==> config.mk <==
export PLATFORM = sky130hd
export DESIGN_NAME = decrypt_unit
export DESIGN_NICKNAME = d
export VERILOG_FILES = /design/src/rtl/decrypt_pkg.sv /design/src/rtl/decrypt_fifo.sv /design/src/rtl/decrypt_unit.sv
export SDC_FILE = /design/constraint.sdc
export NUM_CORES = 1
export LEC_CHECK = 0
export BUFFER_PORTS_ARGS = -buffer_cell sky130_fd_sc_hd__buf_2
export CAP_MARGIN = 20
export CORE_ASPECT_RATIO = 0.9
export CORE_MARGIN = 10
export CORE_UTILIZATION = 55
export DETAILED_ROUTE_END_ITERATION = 16
export GPL_ROUTABILITY_DRIVEN = 0
export PLACE_DENSITY = 0.78
export SLEW_MARGIN = 40
export SYNTH_ARGS = -nofsm -noshare
export SYNTH_HDL_FRONTEND = slang
export SYNTH_SLANG_ARGS = --single-unit
==> constraint.sdc <==
create_clock -name clk -period 2.3 [get_ports clk]
set_input_delay 0.115 -clock clk [delete_from_list [all_inputs] [get_ports clk]]
set_output_delay 0.115 -clock clk [all_outputs]
set_load 0.03 [all_outputs]
==> src/rtl/decrypt_pkg.sv <==
// Shared constants and helpers for the ciphertext-to-plaintext decrypt path.
// Latency: n/a (package only).
// Backpressure: n/a (package only).
package decrypt_pkg;

  // Default XOR key bytes; these must track the encryptor's key bytes.
  localparam logic [7:0] DEF_KEY1 = 8'h12;
  localparam logic [7:0] DEF_KEY2 = 8'h34;
  localparam logic [7:0] DEF_KEY3 = 8'h56;

  // The encryptor scrambles with scrambled[j] = in[PERM[j]].
  // The current table is a plain bit reversal.
  localparam logic [2:0] PERM [8] = '{3'd7, 3'd6, 3'd5, 3'd4, 3'd3, 3'd2, 3'd1, 3'd0};

  typedef enum logic {PRIME, RUN} state_e;

  // Rotation order matches the encryptor's low-byte rotation: 0->KEY3, 1->KEY1, 2->KEY2.
  function automatic logic [7:0] key_sel(input logic [1:0] idx,
                                         input logic [7:0] k1,
                                         input logic [7:0] k2,
                                         input logic [7:0] k3);
    logic [7:0] k;
    case (idx)
      2'd0:    k = k3;
      2'd1:    k = k1;
      default: k = k2;
    endcase
    return k;
  endfunction

  // Undo the encryptor's permutation: plain[PERM[j]] = t[j].
  function automatic logic [7:0] unperm(input logic [7:0] t);
    logic [7:0] p;
    p = 8'h00;
    for (int j = 0; j < 8; j++) begin
      p[PERM[j]] = t[j];
    end
    return p;
  endfunction

endpackage

==> src/rtl/decrypt_fifo.sv <==
// Small synchronous byte FIFO holding decoded plaintext.
// Latency: a push is visible at the head one edge later; dout is read combinationally.
// Backpressure: a push is accepted when full only if a pop happens the same edge; otherwise the push is ignored.
module decrypt_fifo #(
  parameter int DEPTH = 4
) (
  input  logic       clk,
  input  logic       rst,
  input  logic       flush,
  input  logic       push,
  input  logic [7:0] wdat,
  input  logic       pop,
  output logic [7:0] rdat,
  output logic       full,
  output logic       empty
);

  localparam int AW = $clog2(DEPTH);
  localparam logic [AW:0] PTR_ONE = {{AW{1'b0}}, 1'b1};

  logic [7:0]  mem_q [DEPTH];
  logic [AW:0] wr_q;
  logic [AW:0] rd_q;
  logic        do_pop;
  logic        do_push;

  // The extra pointer bit tells full from empty when the index bits are equal.
  assign empty   = (wr_q == rd_q);
  assign full    = (wr_q[AW] != rd_q[AW]) && (wr_q[AW-1:0] == rd_q[AW-1:0]);
  assign do_pop  = pop && !empty;
  assign do_push = push && (!full || do_pop);
  assign rdat    = mem_q[rd_q[AW-1:0]];

  // Pointer and storage update; storage is cleared on reset so dout starts at zero.
  always_ff @(posedge clk) begin
    if (rst) begin
      wr_q <= '0;
      rd_q <= '0;
      for (int i = 0; i < DEPTH; i++) begin
        mem_q[i] <= 8'h00;
      end
    end else if (flush) begin
      wr_q <= '0;
      rd_q <= '0;
    end else begin
      if (do_push) begin
        mem_q[wr_q[AW-1:0]] <= wdat;
        wr_q <= wr_q + PTR_ONE;
      end
      if (do_pop) begin
        rd_q <= rd_q + PTR_ONE;
      end
    end
  end

endmodule

==> src/rtl/decrypt_unit.sv <==
// Decrypts the encryptor's byte stream: XOR with rotating key, inverse permutation, FIFO buffering.
// Latency: byte sampled at edge E0 is written at E1 and is valid at dout during the cycle after E1.
// Backpressure: input has none; a full FIFO without a same-edge pop drops the byte and sets sticky ovf.
module decrypt_unit
  import decrypt_pkg::*;
#(
  parameter logic [7:0] KEY1       = DEF_KEY1,
  parameter logic [7:0] KEY2       = DEF_KEY2,
  parameter logic [7:0] KEY3       = DEF_KEY3,
  parameter bit         DROP_PRIME = 1'b1,
  parameter int         FIFO_DEPTH = 4
) (
  input  logic       clk,
  input  logic       rst,
  input  logic [7:0] din,
  input  logic       en,
  input  logic       resync,
  input  logic       rdy,
  output logic [7:0] dout,
  output logic       v,
  output logic       ovf
);

  logic [1:0] key_idx_q;
  logic [1:0] key_idx_d;
  logic [7:0] cin_q;
  logic [7:0] key_q;
  logic       s1_v_q;
  logic       ovf_q;
  logic       ovf_d;
  state_e     state_q;
  state_e     state_d;

  logic       accept;
  logic       wr_req;
  logic       pop;
  logic       fifo_full;
  logic       fifo_empty;
  logic [7:0] plain;

  // A byte arriving with resync is thrown away and does not consume a key.
  assign accept = en && !resync;
  assign pop    = v && rdy && !resync;
  assign plain  = unperm(cin_q ^ key_q);

  // Key index advances once per accepted byte, including the priming byte.
  always_comb begin
    key_idx_d = key_idx_q;
    if (resync) begin
      key_idx_d = 2'd0;
    end else if (accept) begin
      key_idx_d = (key_idx_q == 2'd2) ? 2'd0 : key_idx_q + 2'd1;
    end
  end

  // FSM next state: the first stage-1 byte after reset/resync is the encryptor's priming byte.
  always_comb begin
    state_d = state_q;
    wr_req  = 1'b0;
    if (s1_v_q) begin
      case (state_q)
        PRIME: begin
          wr_req  = !DROP_PRIME;
          state_d = RUN;
        end
        default: begin
          wr_req = 1'b1;
        end
      endcase
    end
    if (resync) begin
      state_d = PRIME;
      wr_req  = 1'b0;
    end
  end

  // Overflow is sticky: a write that finds the FIFO full with no pop to make room.
  always_comb begin
    ovf_d = ovf_q;
    if (wr_req && fifo_full && !pop) begin
      ovf_d = 1'b1;
    end
  end

  // FSM state register.
  always_ff @(posedge clk) begin
    if (rst) begin
      state_q <= PRIME;
    end else begin
      state_q <= state_d;
    end
  end

  // Stage 1 capture, key schedule and overflow flag.
  always_ff @(posedge clk) begin
    if (rst) begin
      key_idx_q <= 2'd0;
      cin_q     <= 8'h00;
      key_q     <= 8'h00;
      s1_v_q    <= 1'b0;
      ovf_q     <= 1'b0;
    end else begin
      key_idx_q <= key_idx_d;
      s1_v_q    <= accept;
      ovf_q     <= ovf_d;
      if (accept) begin
        cin_q <= din;
        key_q <= key_sel(key_idx_q, KEY1, KEY2, KEY3);
      end
    end
  end

  decrypt_fifo #(
    .DEPTH (FIFO_DEPTH)
  ) u_fifo (
    .clk   (clk),
    .rst   (rst),
    .flush (resync),
    .push  (wr_req),
    .wdat  (plain),
    .pop   (pop),
    .rdat  (dout),
    .full  (fifo_full),
    .empty (fifo_empty)
  );

  assign v   = !fifo_empty;
  assign ovf = ovf_q;

endmodule

Yosys cells after proc, flatten, opt, wreduce, memory -nomap -nowiden
Memories as Yosys holds them, arrays and structs flattened. A register that Yosys moved wholly into a read port is not among the register bits.
Cells that the tools add are included.
- register bits: 27
- bits in writable memories: 32
- output and inout bits: 10
- word-level logic and storage cells: 50
- memories: 1
- add/subtract/negate cells: 3
- equal/unequal tests: 5
- multiplexer cells: 16
- bitwise logic cells: 1
- reduce and logical (&&, ||, !) cells: 16
- memories (memory ; depth ; width ; rd ports ; clocked after memory_dff ; wr ports ; RTL line ; RTL):
    u_fifo.mem_q ; 4 ; 8 ; 1 ; 1 ; 4 ; decrypt_fifo.sv:21 ; logic [7:0] mem_q [DEPTH];
- operators with widths (cell ; number):
    $pmux W7 S2 ; 1
    $mux W1 ; 10
    $logic_and A1 B1 Y1 ; 8
    $mux W2 ; 4
    $mux W8 ; 1
    $reduce_or A8 Y1 ; 1
    $xor A8 B8 Y8 ; 1
    $add A3 B1 Y3 const B ; 2
    $logic_not A1 Y1 ; 4
    $eq A3 B3 Y1 ; 1
    $add A2 B1 Y2 const B ; 1
    $eq A2 B1 Y1 const B ; 1
    $eq A2 B2 Y1 ; 1
    $eq A2 B2 Y1 const B ; 1
    $logic_not A2 Y1 ; 1
    $reduce_or A2 Y1 ; 1
    $logic_or A1 B1 Y1 ; 1
    $ne A1 B1 Y1 ; 1

Longest topological paths before layout
Gate-level depths: netlist of the first run.
- depth after elaboration: 13
- depth in mapped cells: 5
- depth with buffers taken out: 4

Modules after synthesis
Synthesis of the first run repeated with hierarchy kept, for this count alone.
- cell total of the unflattened synthesis: 231
- area, all modules: 2673.8 um^2
- by module, submodules not included (module ; instances ; cells each ; area an instance (um^2) ; sequential area each (um^2)):
    decrypt_fifo ; 1 ; 150 ; 1944.4 ; 1121.1
    decrypt_unit ; 1 ; 81 ; 729.4 ; 360.3

Least setup slack after synthesis of the first run
Ideal clock, no wire load.
- path type: register to register
- start: register u_fifo.wr_q[0]
- end: memory u_fifo.mem_q[0][0] (enable)
- arrival: 1361 ps
- required time: 1966 ps
- setup slack: 604 ps
- cell stages (with the launch flop): 6
- clock period less this slack: 1696 ps
- cell sequence: dfxtp_1 -> clkbuf_2 -> xnor2_4 -> a41oi_4 -> nand2_1 -> nand2b_1
- RTL lines (what ; RTL line ; RTL):
    start, declared ; decrypt_fifo.sv:22 ; logic [AW:0] wr_q;
    start signal, assigned ; decrypt_fifo.sv:48 ; wr_q <= wr_q + PTR_ONE;
    end, declared ; decrypt_fifo.sv:21 ;

==> metrics.md, run 1 <==
| Metric | Value |
|---|---|
| Outcome | `completed` |
| DRC | `0` |
| Worst Path Max Fanout | `9` |
| Share of layout cells above drive strength 1 | `between 20% and 30%` |
| Syn. warnings | `0` |
| Vias per cell | `around 5.3` |
| Min Tclk post-route | `between 2 and 2.5 ns` |
| Seq/Total Area, Yosys | `roughly 59%` |
| Grt ovf | `0` |
| TritonCTS clock tree | `done` |
| Most area-hungry cell type in the Yosys netlist | `edfxtp_1` |
| Die Wd | `91.0 µm` |
| Initial Utilization | `a little under three fifths` |
| Crit Reg-Reg Endpoint | `u_fifo.mem_q[0][3]$_SDFFCE_PN0P_` |
| HP Start | `en` |
| Num CTS Buffers | `9` |
| CTS sink cnt | `58` |
| Slowest stage cell on the critical path | `dfxtp_1` |
| FP Rows | `23` |
| Placed cells | `292` |
| Leak | `1.02 nW` |
| CP cell instances | `xnor2_4 > a41oi_4 > nand2_1 > nand2b_1` |
| WL per Instance | `around 16 µm` |
| Largest net degree at the start of global routing | `25` |
| Synth Area per Inst | `between 10 and 15 µm²` |
| Sum Neg Setup Slack | `0 ns` |
| Nets | `between 200 and 300` |
| Worst-Skew Late Latency | `~0.33 ns` |
| DR pass1 iterations | `4` |
| # IOs | `23` |
| Share of the synthesized area in the top cell type | `roughly 39%` |
| Initial antenna violation count | `0` |
| CP peak stage delay | `~0.57 ns` |
| CTS Hold Buffers Added | `0` |
| Post-synth ARST share | `0%` |
| Least-Margin Pin Slew | `about 0.5 ns` |
| ANT nets after route | `0` |
| EDFF count, synth | `32` |
| Synthesized instance count | `approximately 210` |
| # diodes | `0` |
| Final setup violation count | `0` |
| Post-Syn Area | `about 2500 µm²` |
| Finished Core Util | `a little under two thirds` |
| Top delay family on crit path | `simple AND/OR/NAND/NOR gates` |
| PwrDens | `707 nW/µm²` |
| Reg2reg start | `u_fifo.wr_q[0]$_SDFFE_PP0N_` |
| Peak VDD IR | `roughly 420 µV` |
| Cts repair resizes | `0` |
| Path depth of the worst reg2reg path | `4` |
| M1 WL | `between 2 and 2.5 mm` |
| Yosys reg bits | `between 50 and 60` |
| MaxCap Viol Count | `0` |
| Buffers on Ports | `22` |
| Dominant cells by area after synthesis | `edfxtp_1 39%, dfxtp_1 21%, mux4_2 7.2%` |
| Buffers and inverters on the worst path | `0` |
| CTS Buffer Depth | `2` |
| DIE HEIGHT | `83.9 µm` |
| Vias in the first global route | `1,714` |
| Maximum clock frequency | `490 MHz` |
| Mapped Nets | `roughly 230` |
| Slew HR | `between 60% and 70%` |
| Setup Buffers After CTS | `0` |
| Clk root buf | `clkbuf_8` |
| Met2 Wirelength | `about 2.3 mm` |
| Crit start category | `register` |
| RSZ-0062 raised after global routing | `no` |
| Initial detailed-routing violation count | `about 120` |
| Max layer used | `met4` |
| Worst path required time | `between 2 and 2.5 ns` |
| Met3 wire length | `roughly 370 µm` |
| Register-to-register setup slack | `between 0.2 and 0.3 ns` |
| Most frequent cell after synthesis | `nor2_1` |
| Clock transition at the registers of the reported paths | `~0.06 ns` |
| CTS HTree Levels | `3` |
| Core area | `approximately 4400 µm²` |
| Slew Viols, Final | `0` |
| Post-route insts no fill | `308` |
| Final wirelength | `approximately 4.8 mm` |
| Synthesis-to-layout area growth | `13.0%` |
| Hold path cells | `2` |
| Critical path class | `reg2reg` |
| Hold endpoint | `s1_v_q$_SDFF_PP0_` |
| Worst min-delay path class | `in2reg` |
| Worst path arrival time | `between 2 and 2.5 ns` |
| Worst Setup End Kind | `register` |
| Hold Fails Final Rpt | `0` |
| Tcrit/Tclk final | `between 80% and 90%` |
| Die area | `approximately 7600 µm²` |
| Synth cell count leaders | `45 x nor2_1, 32 x edfxtp_1, 29 x nand2_1` |
| First-pass GRT wire length | `8.14 mm` |
| Most common flop cell mapped by yosys | `edfxtp_1` |
| Yosys cell types | `35` |
| DR vias | `1,632` |
| Dpl hpwl | `around 3.6 mm` |
| Worst Clk Skew | `between 0.004 and 0.005 ns` |
| All-Layer GR Usage | `between 10% and 20%` |
[worst register-to-register path: cells and delay by family (launching register included)]
family          cells  cell delay [ns]
simple gates        2             0.58
flops               1             0.57
compound gates      1             0.35
xor+xnor            1             0.19
[through the flow]
stage | hold WS, ns | setup slack, ns | power (mW) | area [µm²]
finish | 0.0163 | 0.258 | 1.99 | 2820
detailed placement | 0.358 | 0.287 | 1.27 | 2660
CTS | 0.00123 | 0.254 | 2.01 | 2820
global placement | 0.353 | 0.410 | 1.26 | 2660
floorplan | 0.237 | 0.604 | 1.23 | 2490
global route | 0.00736 | 0.121 | 2.07 | 2820
[area by class of cell]
type | instances | area (µm²)
timing repair buffer | 24 | 125
clock buffer | 12 | 135
tap | 62 | 77.6
multi-input combinational | 147 | 976
clock inverter | 4 | 18.8
fill | 377 | 1610
inverter | 1 | 3.75
sequential | 58 | 1480
[routing by layer]
layer | vias up | track usage, %
li1 | 797 | -
met1 | 775 | 15.5
met2 | 52 | 21.1
met3 | 8 | 6.38
met4 | 0 | 5.26
met5 | - | 0
[power breakdown]
group | switching (mW) | total [mW] | internal [mW]
registers | 0.0147 | 1.14 | 1.12
clock network | 0.364 | 0.746 | 0.382
logic | 0.0680 | 0.107 | 0.0395
total | 0.447 | 1.99 | 1.54
[worst max-delay path by stage]
stage                                 from                                to  slack, ns  cells after the start
6_report       u_fifo.wr_q[0]$_SDFFE_PP0N_  u_fifo.mem_q[0][3]$_SDFFCE_PN0P_       0.26                      4
5_1_grt        u_fifo.wr_q[0]$_SDFFE_PP0N_  u_fifo.mem_q[0][3]$_SDFFCE_PN0P_       0.12                      4
4_1_cts        u_fifo.wr_q[0]$_SDFFE_PP0N_  u_fifo.mem_q[0][3]$_SDFFCE_PN0P_       0.25                      4
3_5_place_dp   u_fifo.wr_q[0]$_SDFFE_PP0N_  u_fifo.mem_q[0][3]$_SDFFCE_PN0P_       0.29                      4
3_3_place_gp   u_fifo.wr_q[0]$_SDFFE_PP0N_  u_fifo.mem_q[0][3]$_SDFFCE_PN0P_       0.41                      4
2_1_floorplan  u_fifo.wr_q[0]$_SDFFE_PP0N_  u_fifo.mem_q[0][0]$_SDFFCE_PN0P_       0.60                      5
[cells in the final DEF (no fill, tap or decap)]
master and n:
clkbuf_8 9, buf_2 22, mux4_2 8, inv_1 1
nand2_1 29, o21ba_2 1, nand2b_1 11, xor2_1 3
xnor2_2 1, nand4_1 1, ha_1 2, mux2_2 1
nor3_1 2, a31o_2 2, o22ai_1 1, buf_4 2
nor2b_1 3, nand3_1 3, and3_1 2, o21ai_0 2
nand3b_1 2, a31oi_4 1, clkinv_1 1, and2_1 1
dfxtp_1 26, a41oi_2 1, or2_2 1, clkbuf_1 3
clkinv_2 3, nand4bb_1 1, a21bo_2 1, xnor2_1 6
edfxtp_1 32, nor2_1 45, a21oi_1 14, a41oi_4 1
xnor2_4 1
[sequential cells by signal, summed over array words and instances, names as in the netlist, 2 cells and up, named ones only]
name	cells
u_fifo.wr_q	3
key_idx_q	2
u_fifo.mem_q	32
u_fifo.rd_q	3
cin_q	8
key_q	5
[kinds of logic (layout without fill, tap and decap cells)]
logic type,Yosys count,after routing,synth area share (%)
buffers and inverters,9,41,1.45
adders and majority gates,2,2,1.00
and+or+nand+nor,101,101,18.0
DFF,58,58,59.4
muxes,9,9,7.68
xor gates and xnor gates,11,11,4.92
AOI/OAI and AO/OA,24,24,7.58
Note: power is estimated with default switching activity, not from simulation.
==> run 2, diff against run 1 <==
--- a/config.mk
+++ b/config.mk
@@ -7,7 +7,6 @@
 export LEC_CHECK = 0
 export BUFFER_PORTS_ARGS = -buffer_cell sky130_fd_sc_hd__buf_2
 export CAP_MARGIN = 20
-export CORE_ASPECT_RATIO = 0.9
 export CORE_MARGIN = 10
 export CORE_UTILIZATION = 55
 export DETAILED_ROUTE_END_ITERATION = 16
==> metrics.md, run 2 (same netlist as run 1, synthesis figures left out) <==
| Metric | Value |
|---|---|
| Placed cells | `281 (was 292)` |
| GRT busiest layer | `met2 (unchanged)` |
| Post-route insts no fill | `299 (was 308)` |
| Core area | `4380 µm² (was 4430 µm²)` |
| DR pass1 iterations | `4 (unchanged)` |
| Setup ws final | `0.334 ns (was 0.258 ns)` |
| First-pass GRT wire length | `7.57 mm (was 8.14 mm)` |
| Sum Neg Setup Slack | `0 ns (unchanged)` |
| Hold slack | `0.0101 ns (was 0.0163 ns)` |
| HP Start | `en (unchanged)` |
| Dpl hpwl | `3.32 mm (was 3.60 mm)` |
| Slew HR | `65.6% (was 66.0%)` |
| Clock transition at the registers of the reported paths | `0.06 ns (about the same)` |
| Hold path cells | `2 (unchanged)` |
| TritonCTS clock tree | `done (unchanged)` |
| Hold endpoint | `s1_v_q$_SDFF_PP0_ (unchanged)` |
| ANT nets after route | `0 (unchanged)` |
| Maximum clock frequency | `509 MHz (was 490 MHz)` |
| Met2 Use GR | `18.8% (was 21.1%)` |
| Worst path arrival time | `1.96 ns (was 2.02 ns)` |
| Clk root buf | `clkbuf_8 (unchanged)` |
| Worst Clk Skew | `0.00520 ns (was 0.00438 ns)` |
| Crit Reg-Reg Endpoint | `u_fifo.mem_q[0][4]$_SDFFCE_PN0P_ (was u_fifo.mem_q[0][3]$_SDFFCE_PN0P_)` |
| Worst path required time | `2.29 ns (was 2.28 ns)` |
| Num CTS Buffers | `9 (unchanged)` |
| CTS Buffer Depth | `2 (unchanged)` |
| Dpl ws | `0.348 ns (was 0.287 ns)` |
| Initial detailed-routing violation count | `83 (was 123)` |
| Slew Viols, Final | `0 (unchanged)` |
| Worst Setup End Kind | `register (unchanged)` |
| Final setup violation count | `0 (unchanged)` |
| Initial antenna violation count | `0 (unchanged)` |
| Min Tclk post-route | `1.97 ns (was 2.04 ns)` |
| Share of layout cells above drive strength 1 | `22.3% (was 22.4%)` |
| Met3 Usage GRT | `5.90% (was 6.38%)` |
| Cell area after layout | `2870 µm² (was 2820 µm²)` |
| Nets | `257 (was 256)` |
| Final wirelength | `4.54 mm (was 4.79 mm)` |
| Largest net degree at the start of global routing | `26 (was 25)` |
| Biggest regs | `u_fifo.mem_q: 32 flops, cin_q: 8 flops, key_q: 5 flops (unchanged)` |
| Vias per cell | `5.41 (was 5.30)` |
| DRC | `0 (unchanged)` |
| Path depth of the worst reg2reg path | `4 (unchanged)` |
| Die area | `7630 µm² (about the same)` |
| Leak | `1.04 nW (was 1.02 nW)` |
| Total design power | `2.20 mW (was 1.99 mW)` |
| Tcrit/Tclk final | `85.5% (was 88.8%)` |
| Critical path class | `reg2reg (unchanged)` |
| # diodes | `0 (unchanged)` |
| Most frequent cells in the layout | `45 x nor2_1, 32 x edfxtp_1, 29 x nand2_1 (unchanged)` |
| Max reg flops | `32 (unchanged)` |
| Grt ovf | `0 (unchanged)` |
| Vias in the first global route | `1,588 (was 1,714)` |
| # IOs | `23 (unchanged)` |
| MaxCap Viol Count | `0 (unchanged)` |
| Die Wd | `87.3 µm (was 91.0 µm)` |
| DR vias | `1,618 (was 1,632)` |
| PwrDens | `768 nW/µm² (was 707 nW/µm²)` |
| Finished Core Util | `65.5% (was 63.6%)` |
| Worst-Skew Late Latency | `0.34 ns (was 0.33 ns)` |
| DIE HEIGHT | `87.3 µm (was 83.9 µm)` |
| All-Layer GR Usage | `13.2% (was 13.5%)` |
| Setup Buffers After CTS | `0 (unchanged)` |
| Worst min-delay path class | `in2reg (unchanged)` |
| Met1 Resource Use GR | `16.7% (was 15.5%)` |
| RSZ-0062 raised after global routing | `no (unchanged)` |
| Reg2reg start | `u_fifo.wr_q[0]$_SDFFE_PP0N_ (unchanged)` |
| Worst Path Max Fanout | `9 (unchanged)` |
| Initial Utilization | `56.9% (was 56.3%)` |
| Commonest non-fill, non-tap cell in the layout | `nor2_1 (unchanged)` |
| Largest Register | `u_fifo.mem_q (unchanged)` |
| Least-Margin Pin Slew | `0.515 ns (was 0.509 ns)` |
| Outcome | `completed (unchanged)` |
| Peak VDD IR | `444 µV (was 424 µV)` |
| Buffers on Ports | `22 (unchanged)` |
| FP Rows | `24 (was 23)` |
| Crit start category | `register (unchanged)` |
| WL per Instance | `15.2 µm (was 15.6 µm)` |
| CTS sink cnt | `58 (unchanged)` |
| Register-to-register setup slack | `0.33 ns (was 0.26 ns)` |
| Hold Fails Final Rpt | `0 (unchanged)` |
| Placed Area | `2640 µm² (was 2660 µm²)` |
| CTS HTree Levels | `3 (unchanged)` |
| Synthesis-to-layout area growth | `15.1% (was 13.0%)` |
==> run 2: cell count changes in the layout (fill, tap and decap cells not counted), sizes merged <==
| cell | change |
|---|---|
| clkinv | -3 |
| clkbuf | +2 |
| dlygate4sd3 | +2 |
| buf | -1 |
| bufinv | +1 |
==> run 2: layout make-up <==
class	instances	area, µm²
Fill cell	349	1510
Sequential cell	58	1480
Multi-Input combinational cell	147	976
Clock buffer	14	173
Timing Repair Buffer	25	138
Tap cell	52	65.1
Clock inverter	2	33.8
Inverter	1	3.75
==> run 2: report_power, final <==
part / total, mW / internal, mW / switching, mW / leakage [nW]
Combinational: 0.107 / 0.0405 / 0.0666 / 0.398
Clock: 0.960 / 0.586 / 0.373 / 0.104
Sequential: 1.14 / 1.12 / 0.0141 / 0.542
Total: 2.20 / 1.75 / 0.454 / 1.04
==> run 2: routing by layer <==
metal / wire (µm) / share of wire, %
met2: 2070 / 46
met4: 85 / 1.9
met3: 338 / 7.4
met1: 2050 / 45
met5: 0 / 0
==> run 2: worst max-delay path, cell delays in order, from the launching register on <==
cell and delay (ns):
dfxtp_1 0.56, xnor2_4 0.18, a41oi_4 0.34, nand2_1 0.19
nand2b_1 0.35
==> run 2: worst max-delay path by stage <==
stage / from / endpoint / slack (ns) / depth (start not counted)
floorplan: u_fifo.wr_q[0]$_SDFFE_PP0N_ / u_fifo.mem_q[0][0]$_SDFFCE_PN0P_ / 0.60 / 5
global placement: u_fifo.wr_q[0]$_SDFFE_PP0N_ / u_fifo.mem_q[0][0]$_SDFFCE_PN0P_ / 0.39 / 4
detailed placement: u_fifo.wr_q[0]$_SDFFE_PP0N_ / u_fifo.mem_q[0][1]$_SDFFCE_PN0P_ / 0.35 / 4
CTS: u_fifo.wr_q[0]$_SDFFE_PP0N_ / u_fifo.mem_q[0][4]$_SDFFCE_PN0P_ / 0.32 / 4
global route: u_fifo.wr_q[0]$_SDFFE_PP0N_ / u_fifo.mem_q[2][5]$_SDFFCE_PN0P_ / 0.19 / 4
finish: u_fifo.wr_q[0]$_SDFFE_PP0N_ / u_fifo.mem_q[0][4]$_SDFFCE_PN0P_ / 0.33 / 4
==> run 2: timing repair <==
item / in CTS / in global routing
hold buffers: 2 / 0
hold endpoints to repair: 2 / 0
resized for setup: 0 / 0
setup endpoints to repair: 0 / 0
